==> config.mk <==
export PLATFORM = sky130hd
export DESIGN_NAME = ctrl_sequencer
export DESIGN_NICKNAME = d
export VERILOG_FILES = /design/src/rtl/ctrl_sequencer_pkg.sv /design/src/rtl/ctrl_sequencer_branch_lut.sv /design/src/rtl/ctrl_sequencer.sv
export SDC_FILE = /design/constraint.sdc
export NUM_CORES = 1
export LEC_CHECK = 0
export ABC_AREA = 1
export ABC_CLOCK_PERIOD_IN_PS = 1600
export BUFFER_PORTS_ARGS = -buffer_cell sky130_fd_sc_hd__buf_2
export CAP_MARGIN = 20
export CORE_MARGIN = 2
export CORE_UTILIZATION = 56
export CTS_CLUSTER_DIAMETER = 50
export CTS_CLUSTER_SIZE = 20
export DETAILED_ROUTE_END_ITERATION = 6
export PLACE_DENSITY_LB_ADDON = 0.15
export SLEW_MARGIN = 25
export SYNTH_ARGS = -nofsm -noshare
export SYNTH_HDL_FRONTEND = slang
export SYNTH_SLANG_ARGS = --single-unit
==> constraint.sdc <==
create_clock -name Clk -period 1.6 [get_ports Clk]
set_input_delay 0.08 -clock Clk [delete_from_list [all_inputs] [get_ports Clk]]
set_output_delay 0.08 -clock Clk [all_outputs]
set_load 0.1 [all_outputs]
==> src/rtl/ctrl_sequencer_pkg.sv <==
// Shared definitions for the multi-cycle control sequencer: ALU/instruction
// opcodes (op_mne), controller state encoding and LUT index width.
package ctrl_sequencer_pkg;

  localparam int LUT_IDXW = 5;

  typedef enum logic [3:0] {
    OP_ADD  = 4'h0,
    OP_SUB  = 4'h1,
    OP_AND  = 4'h2,
    OP_OR   = 4'h3,
    OP_XOR  = 4'h4,
    OP_SHL  = 4'h5,
    OP_SHR  = 4'h6,
    OP_CMP  = 4'h7,
    OP_MOV  = 4'h8,
    OP_BNZ  = 4'h9,
    OP_LD   = 4'hA,
    OP_ST   = 4'hB,
    OP_NOP  = 4'hC,
    OP_HALT = 4'hF
  } op_mne;

  typedef enum logic [2:0] {
    IDLE,
    FETCH,
    DECODE,
    EXEC,
    MEM,
    WB,
    HALT
  } ctrl_state_t;

  // 0xC..0xE are all treated as no-ops
  function automatic logic is_nop(input logic [3:0] op);
    return (op == 4'hC) || (op == 4'hD) || (op == 4'hE);
  endfunction

endpackage

==> src/rtl/ctrl_sequencer_branch_lut.sv <==
// Branch target table: 5-bit index from the BNZ operand to an absolute
// program-counter target. Purely combinational.
module ctrl_sequencer_branch_lut
  import ctrl_sequencer_pkg::*;
#(
  parameter int PCW = 10
) (
  input  logic [LUT_IDXW-1:0] idx,
  output logic [PCW-1:0]      target
);

  always_comb begin
    target = '0;
    case (idx)
      5'd0:    target = PCW'(0);
      5'd1:    target = PCW'(16);
      5'd2:    target = PCW'(32);
      5'd3:    target = PCW'(40);
      5'd4:    target = PCW'(100);
      5'd5:    target = PCW'(5);
      5'd31:   target = PCW'(1023);
      // remaining slots spread targets on 16-word boundaries
      default: target = PCW'({idx, 4'b0000});
    endcase
  end

endmodule

==> src/rtl/ctrl_sequencer.sv <==
// Multi-cycle control FSM: fetches instructions from a combinational ROM,
// drives the ALU opcode, sequences reg-file/memory strobes and owns the PC.
module ctrl_sequencer
  import ctrl_sequencer_pkg::*;
#(
  parameter int PCW  = 10,
  parameter int IW   = 9,
  parameter int Ops  = 4,
  parameter int CNTW = 16
) (
  input  logic            Clk,
  input  logic            Reset,
  input  logic            Start,
  input  logic [IW-1:0]   Instr,
  input  logic            Branch,
  output logic [PCW-1:0]  ProgCtr,
  output logic [Ops-1:0]  AluOp,
  output logic            RegWrEn,
  output logic            MemRdEn,
  output logic            MemWrEn,
  output logic            Done,
  output logic [CNTW-1:0] CycleCnt
);

  ctrl_state_t   state_q, state_d;
  logic [IW-1:0] ir_q, ir_d;
  logic [PCW-1:0] pc_q, pc_d, pc_inc, br_target;
  logic [CNTW-1:0] cnt_q, cnt_d;
  logic [3:0]    opcode;

  function automatic logic [CNTW-1:0] sat_inc(input logic [CNTW-1:0] v);
    return (&v) ? v : v + CNTW'(1);
  endfunction

  assign opcode = ir_q[IW-1 -: 4];
  assign pc_inc = pc_q + PCW'(1);

  ctrl_sequencer_branch_lut #(.PCW(PCW)) u_branch_lut (
    .idx    (ir_q[LUT_IDXW-1:0]),
    .target (br_target)
  );

  always_comb begin
    state_d = state_q;
    ir_d    = ir_q;
    pc_d    = pc_q;
    cnt_d   = cnt_q;
    AluOp   = '0;
    RegWrEn = 1'b0;
    MemRdEn = 1'b0;
    MemWrEn = 1'b0;
    Done    = 1'b0;

    // the counter runs in every active state and stops in IDLE/HALT
    if (state_q != IDLE && state_q != HALT) cnt_d = sat_inc(cnt_q);

    case (state_q)
      IDLE: begin
        if (Start) begin
          state_d = FETCH;
          cnt_d   = '0;
        end
      end
      FETCH: begin
        ir_d    = Instr;
        state_d = DECODE;
      end
      DECODE: begin
        if (opcode == OP_LD || opcode == OP_ST) begin
          state_d = MEM;
        end else if (opcode == OP_HALT) begin
          state_d = HALT;
        end else if (is_nop(opcode)) begin
          state_d = FETCH;
          pc_d    = pc_inc;
        end else begin
          state_d = EXEC;
        end
      end
      EXEC: begin
        AluOp = Ops'(opcode);
        if (opcode == OP_BNZ) begin
          state_d = FETCH;
          pc_d    = Branch ? br_target : pc_inc;
        end else begin
          state_d = WB;
        end
      end
      MEM: begin
        if (opcode == OP_LD) begin
          MemRdEn = 1'b1;
          state_d = WB;
        end else begin
          MemWrEn = 1'b1;
          pc_d    = pc_inc;
          state_d = FETCH;
        end
      end
      WB: begin
        RegWrEn = 1'b1;
        pc_d    = pc_inc;
        state_d = FETCH;
      end
      HALT: begin
        Done = 1'b1;
        if (Start) begin
          state_d = FETCH;
          pc_d    = '0;
          cnt_d   = '0;
        end
      end
      default: state_d = IDLE;
    endcase
  end

  always_ff @(posedge Clk) begin
    if (Reset) begin
      state_q <= IDLE;
      ir_q    <= '0;
      pc_q    <= '0;
      cnt_q   <= '0;
    end else begin
      state_q <= state_d;
      ir_q    <= ir_d;
      pc_q    <= pc_d;
      cnt_q   <= cnt_d;
    end
  end

  assign ProgCtr  = pc_q;
  assign CycleCnt = cnt_q;

endmodule

==> results of run 1 <==
-- cells by family (layout without fill, tap and decap cells) --
kind of cell / Yosys count / after routing / share of synthesized area
flops: 38 / 38 / 0.302
fa+ha+maj: 2 / 2 / 0.00992
simple gates: 231 / 231 / 0.400
buf+inv: 64 / 135 / 0.112
xor+xnor: 7 / 7 / 0.0243
compound gates: 71 / 71 / 0.152
-- stage by stage --
step                      utilization  std cells  hold slack, ns  area [µm²]
after floorplan                     -        413           0.255        2700
after global placement          0.715        513           0.364        3110
after detailed placement        0.715        513           0.364        3110
after CTS                       0.748        527          0.0611        3260
after global routing            0.777        536          0.0823        3380
final                           0.777        536          0.0573        3380
-- sequential cells by signal (all words and copies together) (netlist names) --
name / flops
state_q: 3
ProgCtr: 10
CycleCnt: 16
ir_q: 9
-- layer usage --
metal,vias to the layer above,global-route usage
li1,1456,-
met1,1304,0.296
met2,65,0.480
met3,10,0.0413
met4,0,0.0922
met5,-,0
-- cell type report --
cell class / instances / share of cell area
Multi-Input combinational cell: 311 / 0.474
Timing Repair Buffer: 72 / 0.167
Inverter: 55 / 0.0647
Sequential cell: 38 / 0.248
Tap cell: 52 / 0.0192
Clock buffer: 8 / 0.0266
-- timing repair --
item                       CTS  global route
setup endpoints to repair    4            21
pin swaps                    3             6
resized for setup            4            16
buffers inserted             6             9
-- where the power goes --
group,switching [mW],internal [mW]
registers,0.115,1.03
clock network,0.347,0.352
logic,0.809,0.356
-- critical path, stage by stage (launching register included) --
cell and delay [ns]:
dfxtp_4 0.37, buf_6 0.13, nor2_4 0.13, clkinvlp_4 0.22, nor2_4 0.17, buf_12 0.19
-- final timing paths --
check / from / end / depth (start not counted)
max: state_q[2]$_SDFFE_PP0P_ / AluOp[0] / 5
min: Reset / ProgCtr[8]$_SDFFE_PP0P_ / 2
max reg2reg: state_q[0]$_SDFFE_PP0P_ / ProgCtr[9]$_SDFFE_PP0P_ / 11
min reg2reg: CycleCnt[15]$_SDFF_PP0_ / CycleCnt[15]$_SDFF_PP0_ / 2
-- synth_stat cells, types with 4 or more instances --
cell / instances / area share
nand4_1: 6 / 0.015
o21ai_0: 26 / 0.052
nor3_1: 6 / 0.012
o21ai_1: 8 / 0.016
xnor2_1: 6 / 0.021
nand3_2: 4 / 0.016
nand3_1: 30 / 0.060
nand2_1: 108 / 0.16
nor2_1: 64 / 0.095
buf_6: 5 / 0.022
inv_1: 52 / 0.077
a21oi_1: 28 / 0.056
dfxtp_1: 38 / 0.30
==> impl_metrics.ini, run 1 <==
[logic_synthesis]
synth_cells = 413
seq_area_frac_synth = 0.302
yosys_register_bits = 38
ys.flop_type = dfxtp_1
netlist_area_mm2 = 0.00252
synth.avg_cell_area_um2 = 6.11
yosys_warnings = 0
ys_types = 34
synth_edf_count = 0
syn-num-nets = 428
async_flop_share = 0

[global_route]
antenna_found_initial = 0
grt_usage = 0.258
grt_pass1_wl_um = 10700
grt_remaining_overflow = 0
grt_start_max_net_pins = 20
grt_pass1_vias = 2582

[sta]
fmax_ghz = 0.631
final_hold_viol_count = 0
timing.setup.tns_ns = 0
fin_crit_ns = 1.58
finalCritPeriodShare = 0.990
slew_violations = 0
rsz0062_at_grt = yes
fin_worst_skew_ns = 0.00909
post-route-worst-setup-slack_ns = 0.0154
tightest_slew_ns = 0.489
slew_headroom = 0.676
setup_viol = 0

[drt]
drc = 0
wirelength_um = 6550
route.met2.wl_um = 3370
first_pass_iters = 4
routed.top_layer = met4
first_iter_violations = 140
met3_length_um = 263
via_per_inst = 5.29
wl_per_cell_um = 12.2
vias = 2835
drtAntennaViolNets = 0
wl_met1_um = 2800

[worst_setup_path]
critPathKind = register to output pin
worstPathArrival_ns = 1.50
worstPathRequired_ns = 1.52
reg2reg_slack_ns = 0.03
endpoint_kind = output pin
path_max_fanout = 6
startpoint_type = register

[cells_and_area]
final-seq-area_um2 = 840
layout_common_cells = 103 x nand2_1, 55 x nor2_1, 46 x inv_1, 38 x buf_2, 30 x nand3_1
layout_commonest_cell = nand2_1
area_growth_pct = 34.2
multi_input_area_mm2 = 0.00161
fillers = 347
diodes = 0
final_nets = 498
layout-drive-gt1-share = 0.326

[die]
rows = 24
start_util = 0.579
die_width_um = 71.1
die_h_um = 71.1
io_pins = 47
dieArea_mm2 = 0.00506
core_area_mm2 = 0.00435

[flow_run]
drv_cap = 0

[worst_hold_path]
min_path_type = input port to register

[clock_network]
ctsHoldBuffers = 0
cts_sinks = 38
cts_tree = built
clkLatencyLatePin_ns = 0.30
h-tree-depth = 2
cts_inserted_buffers = 5
cts_root_buffer = clkbuf_8
clock_path_buffers = 2
clk_pin_slew_ns = 0.08

[placed_design]
place_ws_ns = 0.0748
port_buffers = 46
dp_hpwl_um = 4920
gp_congestion = 0.948

[power]
ir_worst_vdd_mv = 0.668
cellLeakagePower_nw = 1.48
fin_total_pwr_mw = 3.01
power_density_mw_per_mm2 = 889

[status]
status = complete, no violations
(Power assumes the default switching activity.)
==> run 2: changes to the inputs <==
--- a/config.mk
+++ b/config.mk
@@ -7,13 +7,13 @@
 export LEC_CHECK = 0
 export ABC_AREA = 1
 export ABC_CLOCK_PERIOD_IN_PS = 1600
-export BUFFER_PORTS_ARGS = -buffer_cell sky130_fd_sc_hd__buf_2
 export CAP_MARGIN = 20
 export CORE_MARGIN = 2
-export CORE_UTILIZATION = 56
+export CORE_UTILIZATION = 63
 export CTS_CLUSTER_DIAMETER = 50
 export CTS_CLUSTER_SIZE = 20
 export DETAILED_ROUTE_END_ITERATION = 6
+export DONT_BUFFER_PORTS = 1
 export PLACE_DENSITY_LB_ADDON = 0.15
 export SLEW_MARGIN = 25
 export SYNTH_ARGS = -nofsm -noshare
==> impl_metrics.ini, run 2 (synthesis results as in run 1) <==
[placed_design]
port_buffers = 0
place_ws_ns = -0.0129
placedCellCount = 494
dp_hpwl_um = 5400
gp_congestion = 0.928

[power]
clkPwrFrac = 0.232
seq_power_share = 0.375
power_density_mw_per_mm2 = 922
p_switching_mw = 1.35
p_sw_frac = 0.441
share_comb_of_total_power = 0.393
p_int_mw = 1.72
ir_worst_vdd_mv = 0.920
cellLeakagePower_nw = 1.40
fin_total_pwr_mw = 3.07

[sta]
finalCritPeriodShare = 1.00
rsz0062_at_grt = yes
fmax_ghz = 0.622
setup_viol = 1
holdWs_ns = 0.00551
tightest_slew_ns = 0.532
post-route-worst-setup-slack_ns = -0.00784
fin_crit_ns = 1.61
slew_violations = 0
slew_headroom = 0.645
final_hold_viol_count = 0
fin_worst_skew_ns = 0.0111

[cells_and_area]
layout-drive-gt1-share = 0.292
final_nets = 480
diodes = 0
final-seq-area_um2 = 840
final_cells = 514
area_growth_pct = 31.9
multi_input_area_mm2 = 0.00160
layout_commonest_cell = nand2_1
layout_common_cells = 104 x nand2_1, 54 x nor2_1, 46 x inv_1, 40 x buf_4, 29 x nand3_1
fillers = 189
largest_reg_flops = 16

[worst_setup_path]
endpoint_kind = register
cpPeakStageDelay_ns = 0.38
path_max_fanout = 4
path_buf_inv = 2
critPathKind = register to register
r2r-end = CycleCnt[1]$_SDFF_PP0_
r2r-start = CycleCnt[1]$_SDFF_PP0_
crit_slowest_cell = dfxtp_4
reg2reg_slack_ns = -0.008
worstPathArrival_ns = 1.80
cp_top_family = simple AND/OR/NAND/NOR gates
path_cells = ha_4, nand2_1, inv_1, nand3_1, nor2_2, nand2_2, nand2_4, inv_2, nor2_1, nor2_1
ff2ff_path_depth = 10
startpoint_type = register
worstPathRequired_ns = 1.79
crit_top_cell = nor2_1

[die]
io_pins = 47
start_util = 0.674
die_width_um = 67.3
dieArea_mm2 = 0.00453
core_area_mm2 = 0.00374
die_h_um = 67.3
rows = 22

[clock_network]
clock_path_buffers = 2
cts_root_buffer = clkbuf_8
cts_sinks = 38
clk_pin_slew_ns = 0.07
clkLatencyLatePin_ns = 0.31
cts_tree = built
h-tree-depth = 2
cts_inserted_buffers = 5

[global_route]
grt_start_max_net_pins = 20
grt_pass1_wl_um = 12700
grt_remaining_overflow = 0
antenna_found_initial = 0
grt_pass1_vias = 2779
grt_usage = 0.370

[drt]
wl_per_cell_um = 17.3
drtAntennaViolNets = 0
wirelength_um = 8880
first_pass_iters = 7
drc = 1
first_iter_violations = 669
vias = 3210
via_per_inst = 6.25

[worst_hold_path]
hp-start = Instr[5]
min_path_cells = 2
hold_end = ir_q[5]$_SDFFE_PP0N_
min_path_type = input port to register

[flow_run]
drv_cap = 0

[status]
status = finished with violations
failed_checks = DRC, setup timing
## run 2: power groups by stage
stage | clock network, mW | logic, mW | registers (mW)
2_1_floorplan | 0 | 0.548 | 1.46
3_3_place_gp | 0 | 1.03 | 1.15
3_5_place_dp | 0 | 1.06 | 1.16
4_1_cts | 0.697 | 1.12 | 1.14
5_1_grt | 0.741 | 1.26 | 1.16
6_report | 0.712 | 1.21 | 1.15
## run 2: final cells by class
type / count / area share
Clock buffer: 7 / 0.0259
Inverter: 55 / 0.0651
Multi-Input combinational cell: 311 / 0.481
Sequential cell: 38 / 0.252
Tap cell: 48 / 0.0181
Clock inverter: 1 / 0.00150
Timing Repair Buffer: 54 / 0.156
## run 2: metal layers
layer  vias up  GRT usage  routed length [µm]
li1       1431          -                   -
met1      1405      0.465                3350
met2       308      0.601                3980
met3        66     0.0767                1110
met4         0      0.179                 444
met5         -          0                   0
## run 2: how the worst max path moves through the flow
stage / start / endpoint / slack [ns] / depth (start not counted)
floorplan: state_q[2]$_SDFFE_PP0P_ / MemWrEn / -0.22 / 3
global placement: ir_q[8]$_SDFFE_PP0N_ / ProgCtr[7]$_SDFFE_PP0P_ / 0.15 / 9
detailed placement: ir_q[5]$_SDFFE_PP0N_ / ProgCtr[7]$_SDFFE_PP0P_ / -0.01 / 9
CTS: ir_q[7]$_SDFFE_PP0N_ / MemRdEn / 0.01 / 6
global route: CycleCnt[1]$_SDFF_PP0_ / CycleCnt[0]$_SDFF_PP0_ / -0.11 / 9
finish: CycleCnt[1]$_SDFF_PP0_ / CycleCnt[1]$_SDFF_PP0_ / -0.008 / 10
## run 2: timing repair
action                                  CTS  global route
endpoints found under the setup margin    8            25
hold buffers                              4             0
gates resized for setup                   5            14
pin swaps                                 3             3
endpoints found under the hold margin    10             0
buffers inserted                          6             2
## run 2: per-stage QoR
step	instance area [µm²]	TNS, ns	utilization
2_1_floorplan	2700	-2.21	-
3_3_place_gp	3070	0	0.821
3_5_place_dp	3070	-0.0129	0.821
4_1_cts	3270	0	0.875
5_1_grt	3330	-0.465	0.889
6_report	3330	-0.00784	0.889
==> run 3: changes to the inputs <==
--- a/config.mk
+++ b/config.mk
@@ -9,7 +9,8 @@
 export ABC_CLOCK_PERIOD_IN_PS = 1600
 export CAP_MARGIN = 20
 export CORE_MARGIN = 2
-export CORE_UTILIZATION = 63
+export CORE_UTILIZATION = 65
+export CTS_BUF_LIST = sky130_fd_sc_hd__clkbuf_4 sky130_fd_sc_hd__clkbuf_8
 export CTS_CLUSTER_DIAMETER = 50
 export CTS_CLUSTER_SIZE = 20
 export DETAILED_ROUTE_END_ITERATION = 6
==> constraint.sdc (replaced) <==
create_clock -name Clk -period 1.6 [get_ports Clk]
set_input_delay 0.16 -clock Clk [delete_from_list [all_inputs] [get_ports Clk]]
set_output_delay 0.16 -clock Clk [all_outputs]
set_load 0.1 [all_outputs]
==> impl_metrics.ini, run 3 (synthesis results as in run 1) <==
[status]
status = finished with violations
failed_checks = DRC, setup timing

[global_route]
grt_pass1_vias = 2967
grt_start_max_net_pins = 20
grt_usage = 0.403
antenna_found_initial = 0
grt_remaining_overflow = 0
grt_pass1_wl_um = 13600

[worst_setup_path]
worstPathArrival_ns = 2.21
reg2reg_slack_ns = -0.42
critPathKind = register to register
endpoint_kind = register
startpoint_type = register
worstPathRequired_ns = 1.80
path_max_fanout = 7

[cells_and_area]
final_nets = 489
area_growth_pct = 37.6
layout-drive-gt1-share = 0.333
layout_commonest_cell = nand2_1
diodes = 0
layout_common_cells = 101 x nand2_1, 52 x nor2_1, 50 x buf_4, 45 x inv_1, 27 x nand3_1
largest_reg_flops = 16

[drt]
via_per_inst = 7.37
first_pass_iters = 7
first_iter_violations = 1355
drtAntennaViolNets = 0
vias = 3854
wirelength_um = 13100
drc = 356
wl_per_cell_um = 25.0

[sta]
slew_headroom = 0.662
fin_worst_skew_ns = 0.0184
fin_crit_ns = 2.02
tightest_slew_ns = 0.502
rsz0062_at_grt = yes
timing.setup.tns_ns = -5.75
setup_viol = 37
final_hold_viol_count = 0
slew_violations = 0
finalCritPeriodShare = 1.26
fmax_ghz = 0.496
post-route-worst-setup-slack_ns = -0.416

[clock_network]
cts_tree = built
cts_inserted_buffers = 5
cts_sinks = 38
clock_path_buffers = 2
clkLatencyLatePin_ns = 0.32
h-tree-depth = 2
cts_root_buffer = clkbuf_8
clk_pin_slew_ns = 0.09

[placed_design]
dp_hpwl_um = 4990
gp_congestion = 0.912
port_buffers = 0

[die]
die_h_um = 66.3
die_width_um = 66.3
start_util = 0.684
dieArea_mm2 = 0.00440
io_pins = 47
core_area_mm2 = 0.00369
rows = 22

[power]
power_density_mw_per_mm2 = 957
fin_total_pwr_mw = 3.32
cellLeakagePower_nw = 1.46
ir_worst_vdd_mv = 0.859

[flow_run]
drv_cap = 0

[worst_hold_path]
min_path_type = input port to register
## run 3: cell count changes in the layout (fill, tap and decap cells not counted), sizes merged
cell / before / now
buf: 50 / 62
dlygate4sd3: 4 / 1
clkbuf: 7 / 5
clkinv: 1 / 2
clkinvlp: 2 / 3
## run 3: report_power, final
group | switching [mW] | internal (mW) | total, mW
combinational | 1.04 | 0.390 | 1.43
clock | 0.413 | 0.300 | 0.712
sequential | 0.149 | 1.03 | 1.18
## run 3: path summary, 6_finish.rpt
check                                       startpoint                       to  cells past startpoint
worst max-delay path              ir_q[8]$_SDFFE_PP0N_  ProgCtr[4]$_SDFFE_PP0P_                      9
worst max register to register    ir_q[8]$_SDFFE_PP0N_  ProgCtr[4]$_SDFFE_PP0P_                      9
worst min register to register  CycleCnt[4]$_SDFF_PP0_   CycleCnt[4]$_SDFF_PP0_                      2
worst min-delay path                          Instr[7]     ir_q[7]$_SDFFE_PP0N_                      2
## run 3: worst max-delay path: stages, from the launching register on
cell	delay [ns]
dfxtp_1	0.45
inv_1	0.15
nor2_1	0.16
nand2_1	0.12
nand2_1	0.18
nand3_2	0.17
nor2_4	0.23
o21ai_1	0.13
nor2_1	0.23
nor2_1	0.09
## run 3: what timing repair did
action | 4_1_cts | 5_1_grt
hold buffers | 1 | 0
buffers inserted | 10 | 9
gates resized for setup | 9 | 34
pin swaps | 3 | 8
hold endpoints to repair | 8 | 0
setup endpoints to repair | 7 | 32
gates cloned | 0 | 0
## run 3: layer usage
layer  share of wire  global-route usage
met5               0                   0
met4            0.12               0.179
met3            0.17              0.0937
met2            0.40               0.659
met1            0.31               0.501
## run 3: cell type report
| cell class | instances | area [µm²] |
|---|---|---|
| multi-input combinational | 311 | 1670 |
| timing repair buffer | 63 | 594 |
| sequential | 38 | 840 |
| tap | 48 | 60.1 |
| clock buffer | 5 | 68.8 |
| clock inverter | 3 | 16.3 |
| inverter | 55 | 221 |
| fill | 120 | 218 |
## run 3: through the flow
step / instances / area (µm²) / setup slack [ns] / utilization / hold slack [ns]
final: 523 / 3470 / -0.416 / 0.941 / 0.0630
after global routing: 523 / 3470 / -0.370 / 0.941 / 0.0765
after CTS: 514 / 3300 / -0.0308 / 0.894 / 0.0548
after detailed placement: 495 / 3100 / 0.0176 / 0.842 / 0.217
after global placement: 495 / 3100 / 0.0690 / 0.842 / 0.216
after floorplan: 413 / 2700 / -0.304 / - / 0.335
